===== src/rtl/icache_pkg.sv =====
// rtl/icache_pkg.sv - shared constants and state encoding for the instruction cache fetch port
package icache_pkg;

    // Default log2 of the number of cache lines (16 lines).
    localparam int ICACHE_INDEX_WIDTH = 4;

    typedef enum logic [1:0] {
        ICACHE_IDLE  = 2'd0,
        ICACHE_ISSUE = 2'd1,
        ICACHE_WAIT  = 2'd2
    } icache_state_e;

endpackage


===== src/rtl/icache_array.sv =====
// rtl/icache_array.sv - direct-mapped valid/tag/data storage with combinational lookup and fill port
//
// Ports:
//   clk, rst      clock (rising edge), asynchronous active-high reset (clears valid bits only)
//   lookup_waddr  word address (byte address bits [31:2]) to look up
//   lookup_hit    line valid and tag matches
//   lookup_data   data word stored in the indexed line
//   fill_en       write the line selected by fill_waddr on the next rising edge
//   fill_waddr    word address of the line being filled
//   fill_data     word written into the line
module icache_array
    import icache_pkg::*;
#(
    parameter int INDEX_WIDTH = ICACHE_INDEX_WIDTH
) (
    input  logic        clk,
    input  logic        rst,
    input  logic [29:0] lookup_waddr,
    output logic        lookup_hit,
    output logic [31:0] lookup_data,
    input  logic        fill_en,
    input  logic [29:0] fill_waddr,
    input  logic [31:0] fill_data
);

    localparam int TAG_WIDTH = 30 - INDEX_WIDTH;
    localparam int LINES     = 1 << INDEX_WIDTH;

    logic [LINES-1:0]     valid_q;
    logic [LINES-1:0]     valid_d;
    logic [TAG_WIDTH-1:0] tag_q  [LINES];
    logic [31:0]          data_q [LINES];

    logic [INDEX_WIDTH-1:0] lookup_idx;
    logic [TAG_WIDTH-1:0]   lookup_tag;
    logic [INDEX_WIDTH-1:0] fill_idx;
    logic [TAG_WIDTH-1:0]   fill_tag;

    assign lookup_idx = lookup_waddr[INDEX_WIDTH-1:0];
    assign lookup_tag = lookup_waddr[29:INDEX_WIDTH];
    assign fill_idx   = fill_waddr[INDEX_WIDTH-1:0];
    assign fill_tag   = fill_waddr[29:INDEX_WIDTH];

    // Tag compare is only meaningful for valid lines; tag/data are never reset.
    assign lookup_hit  = valid_q[lookup_idx] && (tag_q[lookup_idx] == lookup_tag);
    assign lookup_data = data_q[lookup_idx];

    always_comb begin
        valid_d = valid_q;
        if (fill_en) begin
            valid_d[fill_idx] = 1'b1;
        end
    end

    always_ff @(posedge clk or posedge rst) begin
        if (rst) begin
            valid_q <= '0;
        end else begin
            valid_q <= valid_d;
        end
    end

    always_ff @(posedge clk) begin
        if (fill_en) begin
            tag_q[fill_idx]  <= fill_tag;
            data_q[fill_idx] <= fill_data;
        end
    end

endmodule


===== src/rtl/icache_fetch_port.sv =====
// rtl/icache_fetch_port.sv - direct-mapped one-word-line icache between fetch unit and memory controller IC port
//
// Optional feature macro: ICACHE_PERF_EN (adds hit_count / miss_count outputs).
//
// Ports:
//   clk, rst     clock (rising edge), asynchronous active-high reset
//   rdy          global ready; low freezes all state and outputs
//   fetch_req    fetch request, accepted only while fetch_busy is low
//   fetch_addr   fetch PC (bits [1:0] ignored)
//   fetch_flush  discard the in-flight fetch
//   fetch_busy   high whenever a miss is being serviced
//   fetch_rdy    one-cycle pulse, fetch_ins valid
//   fetch_ins    returned instruction word
//   ic_enable    memory controller can accept a request
//   ins, ins_rdy returned word and its one-cycle valid pulse
//   ic_flag      one-cycle request pulse to the memory controller
//   ins_addr     word-aligned miss address, stable until ins_rdy
//   hit_count, miss_count  (ICACHE_PERF_EN only) accepted hit / miss counters
module icache_fetch_port
    import icache_pkg::*;
#(
    parameter int INDEX_WIDTH = ICACHE_INDEX_WIDTH
) (
    input  logic        clk,
    input  logic        rst,
    input  logic        rdy,
    input  logic        fetch_req,
    input  logic [31:0] fetch_addr,
    input  logic        fetch_flush,
    output logic        fetch_busy,
    output logic        fetch_rdy,
    output logic [31:0] fetch_ins,
    input  logic        ic_enable,
    input  logic [31:0] ins,
    input  logic        ins_rdy,
    output logic        ic_flag,
    output logic [31:0] ins_addr
`ifdef ICACHE_PERF_EN
    ,
    output logic [31:0] hit_count,
    output logic [31:0] miss_count
`endif
);

    icache_state_e state_q, state_d;
    logic          drop_q, drop_d;
    logic          fetch_rdy_q, fetch_rdy_d;
    logic [31:0]   fetch_ins_q, fetch_ins_d;
    logic          ic_flag_q, ic_flag_d;
    logic [31:0]   ins_addr_q, ins_addr_d;
    logic          fill_req;
    logic          lookup_hit;
    logic [31:0]   lookup_data;

`ifdef ICACHE_PERF_EN
    logic [31:0] hit_count_q, hit_count_d;
    logic [31:0] miss_count_q, miss_count_d;
`endif

    icache_array #(
        .INDEX_WIDTH (INDEX_WIDTH)
    ) u_array (
        .clk          (clk),
        .rst          (rst),
        .lookup_waddr (fetch_addr[31:2]),
        .lookup_hit   (lookup_hit),
        .lookup_data  (lookup_data),
        .fill_en      (fill_req && rdy),
        .fill_waddr   (ins_addr_q[31:2]),
        .fill_data    (ins)
    );

    always_comb begin
        state_d     = state_q;
        drop_d      = drop_q;
        fetch_rdy_d = 1'b0;
        fetch_ins_d = fetch_ins_q;
        ic_flag_d   = 1'b0;
        ins_addr_d  = ins_addr_q;
        fill_req    = 1'b0;
`ifdef ICACHE_PERF_EN
        hit_count_d  = hit_count_q;
        miss_count_d = miss_count_q;
`endif
        case (state_q)
            ICACHE_IDLE: begin
                if (!fetch_flush && fetch_req) begin
                    if (lookup_hit) begin
                        fetch_rdy_d = 1'b1;
                        fetch_ins_d = lookup_data;
`ifdef ICACHE_PERF_EN
                        hit_count_d = hit_count_q + 32'd1;
`endif
                    end else begin
                        ins_addr_d = fetch_addr & 32'hFFFF_FFFC;
                        drop_d     = 1'b0;
                        state_d    = ICACHE_ISSUE;
`ifdef ICACHE_PERF_EN
                        miss_count_d = miss_count_q + 32'd1;
`endif
                    end
                end
            end
            ICACHE_ISSUE: begin
                // Nothing is outstanding yet, so a flush simply abandons the miss.
                if (fetch_flush) begin
                    drop_d  = 1'b0;
                    state_d = ICACHE_IDLE;
                end else if (ic_enable) begin
                    ic_flag_d = 1'b1;
                    state_d   = ICACHE_WAIT;
                end
            end
            ICACHE_WAIT: begin
                if (ins_rdy) begin
                    fill_req = 1'b1;
                    state_d  = ICACHE_IDLE;
                    drop_d   = 1'b0;
                    if (!drop_q && !fetch_flush) begin
                        fetch_rdy_d = 1'b1;
                        fetch_ins_d = ins;
                    end
                end else if (fetch_flush) begin
                    // The request is already with the controller: let the fill land, suppress the return.
                    drop_d = 1'b1;
                end
            end
            default: begin
                state_d = ICACHE_IDLE;
            end
        endcase
    end

    always_ff @(posedge clk or posedge rst) begin
        if (rst) begin
            state_q     <= ICACHE_IDLE;
            drop_q      <= 1'b0;
            fetch_rdy_q <= 1'b0;
            fetch_ins_q <= 32'd0;
            ic_flag_q   <= 1'b0;
            ins_addr_q  <= 32'd0;
`ifdef ICACHE_PERF_EN
            hit_count_q  <= 32'd0;
            miss_count_q <= 32'd0;
`endif
        end else if (rdy) begin
            state_q     <= state_d;
            drop_q      <= drop_d;
            fetch_rdy_q <= fetch_rdy_d;
            fetch_ins_q <= fetch_ins_d;
            ic_flag_q   <= ic_flag_d;
            ins_addr_q  <= ins_addr_d;
`ifdef ICACHE_PERF_EN
            hit_count_q  <= hit_count_d;
            miss_count_q <= miss_count_d;
`endif
        end
    end

    assign fetch_busy = (state_q != ICACHE_IDLE);
    assign fetch_rdy  = fetch_rdy_q;
    assign fetch_ins  = fetch_ins_q;
    assign ic_flag    = ic_flag_q;
    assign ins_addr   = ins_addr_q;
`ifdef ICACHE_PERF_EN
    assign hit_count  = hit_count_q;
    assign miss_count = miss_count_q;
`endif

endmodule


===== config.mk =====
export PLATFORM = sky130hd
export DESIGN_NAME = icache_fetch_port
export DESIGN_NICKNAME = d
export VERILOG_FILES = /design/src/rtl/icache_pkg.sv /design/src/rtl/icache_array.sv /design/src/rtl/icache_fetch_port.sv
export SDC_FILE = /design/constraint.sdc
export NUM_CORES = 1
export LEC_CHECK = 0
export CORE_MARGIN = 2
export CORE_UTILIZATION = 63
export CTS_BUF_LIST = sky130_fd_sc_hd__clkbuf_4 sky130_fd_sc_hd__clkbuf_8
export DETAILED_ROUTE_END_ITERATION = 10
export GPL_TIMING_DRIVEN = 0
export PLACE_DENSITY_LB_ADDON = 0.08
export SLEW_MARGIN = 0
export SYNTH_ARGS = -nofsm -noshare
export SYNTH_HDL_FRONTEND = slang
export SYNTH_SLANG_ARGS = --single-unit

===== constraint.sdc =====
create_clock -name clk -period 6.8 [get_ports clk]
set_clock_uncertainty 0.2 [all_clocks]
set_input_delay 1.7 -clock clk [delete_from_list [all_inputs] [get_ports clk]]
set_output_delay 1.7 -clock clk [all_outputs]
set_load 0.005 [all_outputs]

==> run summary <==
outcome: finished, final reports clean
crit start category: primary input
first-pass GRT wire length: 139000 um
Crit path max-delay family: buffers and inverters
combinational fraction of design power: 7.7%
Die Y: 255 um
Die W: 255 um
share of the synthesized area in the top cell type: 70.3%
Synth Register Bits: 1011
Antenna Nets Post-Route: 0
Worst EP required: 7260 ps
largest net degree at the start of global routing: 56
cts hold-fix bufs: 0
vias: 19900
Hold Violations, Final: 0
Sw Share: 22.4%
delay of the slowest critical-path stage: 730 ps
fillers: 3409
worst-margin pin slew: 1060 ps
Final min period: 6240 ps
cell taking the most area after synthesis: edfxtp_1
top post-synthesis cells by count: 928 x edfxtp_1, 222 x mux4_2, 83 x dfrtp_1
Resized Gates After CTS: 0
LEAKAGE: 15.8 nW
FF/Latch Area: 29900 um2
WL/cell: 31.2 um
crit-path cells: clkdlybuf4s50_1 -> buf_2 -> buf_2 -> buf_2 -> buf_2 -> a211oi_1 -> nor3b_1 -> o2111a_1 -> nand4b_1 -> nor4_2 -> a21bo_2 -> buf_4 -> mux2_2
via count of the first global-routing pass: 20400
setup TNS: 0 ps
dpl hpwl: 60400 um
clock sinks: 1011
Area Overhead vs Synth: 17.9%
EDFF count, synth: 928
Net Switching: 3.05 mW
layout cells sized above 1: 33.7%
Post-Layout Inst Area: 46700 um2
Tcrit/Tclk final: 91.7%
most frequent cell on the critical path: buf_2
max-slew violations: 0
Clk pwr share: 37.7%
TritonRoute pass-1 iters: 5
RSZ-0062 raised after global routing: false
Post-CTS Setup Bufs: 0
DIE AREA: 65000 um2
Pwr per Cell Area: 291 nW/um2
most frequent cell after synthesis: edfxtp_1
CTS max path bufs: 3
post-synthesis sequential area ratio: 75.5%
htree depth: 4
Crit. End Element: flip-flop
final WL: 96600 um
Slew HR: 29.3%
total core area: 61900 um2
fraction of registers with async set/reset: 8.21%
placed inst area: 43500 um2
Rows: 91
worst endpoint data arrival time: 6700 ps
f_max: 0.160 GHz
Area contributors post-synth: edfxtp_1 70%, mux4_2 13%, dfrtp_1 5.2%, mux2_2 2.2%, mux2i_1 2.0%
Starting DRT DRC Count: 2259
Post-Syn Area: 39600 um2
remaining global-route overflow: 0
Mapped Avg Cell Area: 22.3 um2
Flop pwr share: 54.5%
CTS tree: yes
root buffer cell: clkbuf_8
Final Setup Violations: 0
Max IR drop VDD: 0.269 mV
Final Net Count: 2197
highest-delay cell along the critical path: nor4_2
Worst Path Buf+Inv: 6
DRC errors left: 0
Distinct cells, synth: 57
Yosys Warn Count: 0
Vias/cell: 6.43
TritonCTS Buffers: 157
initial antenna violation count: 1
GRT Overall Usage: 30.8%
I/O Pins: 138
Max Cap Viol: 0
Multi-input gate area: 9170 um2
Mapped Cells: 1779
CTS clk-pin slew, worst paths: 60 ps
Int Pwr: 10.6 mW
starting density of the core: 64.0%
Core Util, Final: 75.4%
placer's final routability congestion estimate: 0.800
critical-path maximum fanout: 10
Most used DFF post-synth: edfxtp_1
hold crit path type: flip-flop to flip-flop
WS Path Type: primary input to flip-flop
port bufs: 131
Worst-Skew Late Latency: 810 ps
## placed cells by master, fill, tap and decap left out, types with 22 or more instances in the layout
cell type	Yosys	layout
clkbuf_1	27	27
clkdlybuf4s50_1	0	131
mux2_4	29	29
nand2_1	39	39
xor2_1	26	26
clkbuf_8	0	178
clkbuf_4	1	70
clkinv_1	0	22
mux4_2	222	222
buf_16	0	31
mux2_2	79	79
mux2i_1	79	79
dfrtp_1	83	83
buf_12	6	29
edfxtp_1	928	928
## state kept, by name (all words and copies together) (netlist names)
register,count
u_array.data_q,512
u_array.tag_q,416
fetch_ins,32
ins_addr,30
u_array.valid_q,16
state_q,2
drop_q,1
fetch_rdy,1
ic_flag,1
## per-stage QoR
| step | instances | hold slack (ps) | worst slack (ps) | power, mW |
|---|---|---|---|---|
| 3_3_place_gp | 2748 | 246 | -3200 | 8.51 |
| 2_1_floorplan | 1780 | 234 | 1370 | 7.97 |
| 5_1_grt | 3099 | 277 | 585 | 14.0 |
| 4_1_cts | 3098 | 268 | 770 | 13.7 |
| 6_report | 3100 | 267 | 564 | 13.6 |
| 3_5_place_dp | 2804 | 254 | -47.8 | 8.59 |
## cell type report
cell class / instances / area share [%]
clock inverters: 47 / 0.578
multi-input cells: 673 / 19.6
plain buffers: 89 / 1.39
clock buffers: 247 / 6.35
flip-flops and latches: 1011 / 64.1
well taps: 837 / 2.24
diodes: 2 / 0.0107
repair buffers: 187 / 5.68
inverters: 7 / 0.0616
## path summary, 6_finish.rpt
path                                        from                 end  slack, ps  depth (start not counted)
hold reg to reg               u_array.valid_q[7]  u_array.valid_q[7]        270                          1
hold / removal                u_array.valid_q[7]  u_array.valid_q[7]        270                          1
setup reg to reg           u_array.tag_q[14][17]        ins_addr[23]       2520                         10
setup / recovery                   fetch_addr[5]        ins_addr[23]        560                         13
max in group asynchronous                    rst       fetch_ins[30]       4560                          3
min in group asynchronous                    rst       fetch_ins[18]       1090                          2
## per-layer routing
layer / global-route usage (%) / vias to the layer above / routed length, um
met5: 0 / - / 0
met1: 41.0 / 10500 / 36200
met2: 51.2 / 1077 / 49500
li1: - / 8149 / -
met4: 12.7 / 0 / 3440
met3: 5.70 / 179 / 7480
## logic make-up (layout without fill, tap and decap cells)
group / count (synthesis) / count (layout) / share of synthesized area [%]
buffers and inverters: 96 / 577 / 1.70
DFF: 1011 / 1011 / 75.5
muxes: 420 / 420 / 18.7
AOI/OAI and AO/OA: 78 / 78 / 1.44
other: 1 / 4 / 0.00946
xor gates and xnor gates: 41 / 41 / 0.906
and+or+nand+nor: 132 / 132 / 1.74
## power groups by stage
stage	logic (mW)	registers [mW]	clock network (mW)
detailed placement	1.05	7.54	0
global placement	1.01	7.51	0
CTS	1.06	7.42	5.20
floorplan	0.529	7.45	0
global route	1.11	7.45	5.47
finish	1.05	7.42	5.14
No activity file was read; power rests on OpenSTA's default activity.
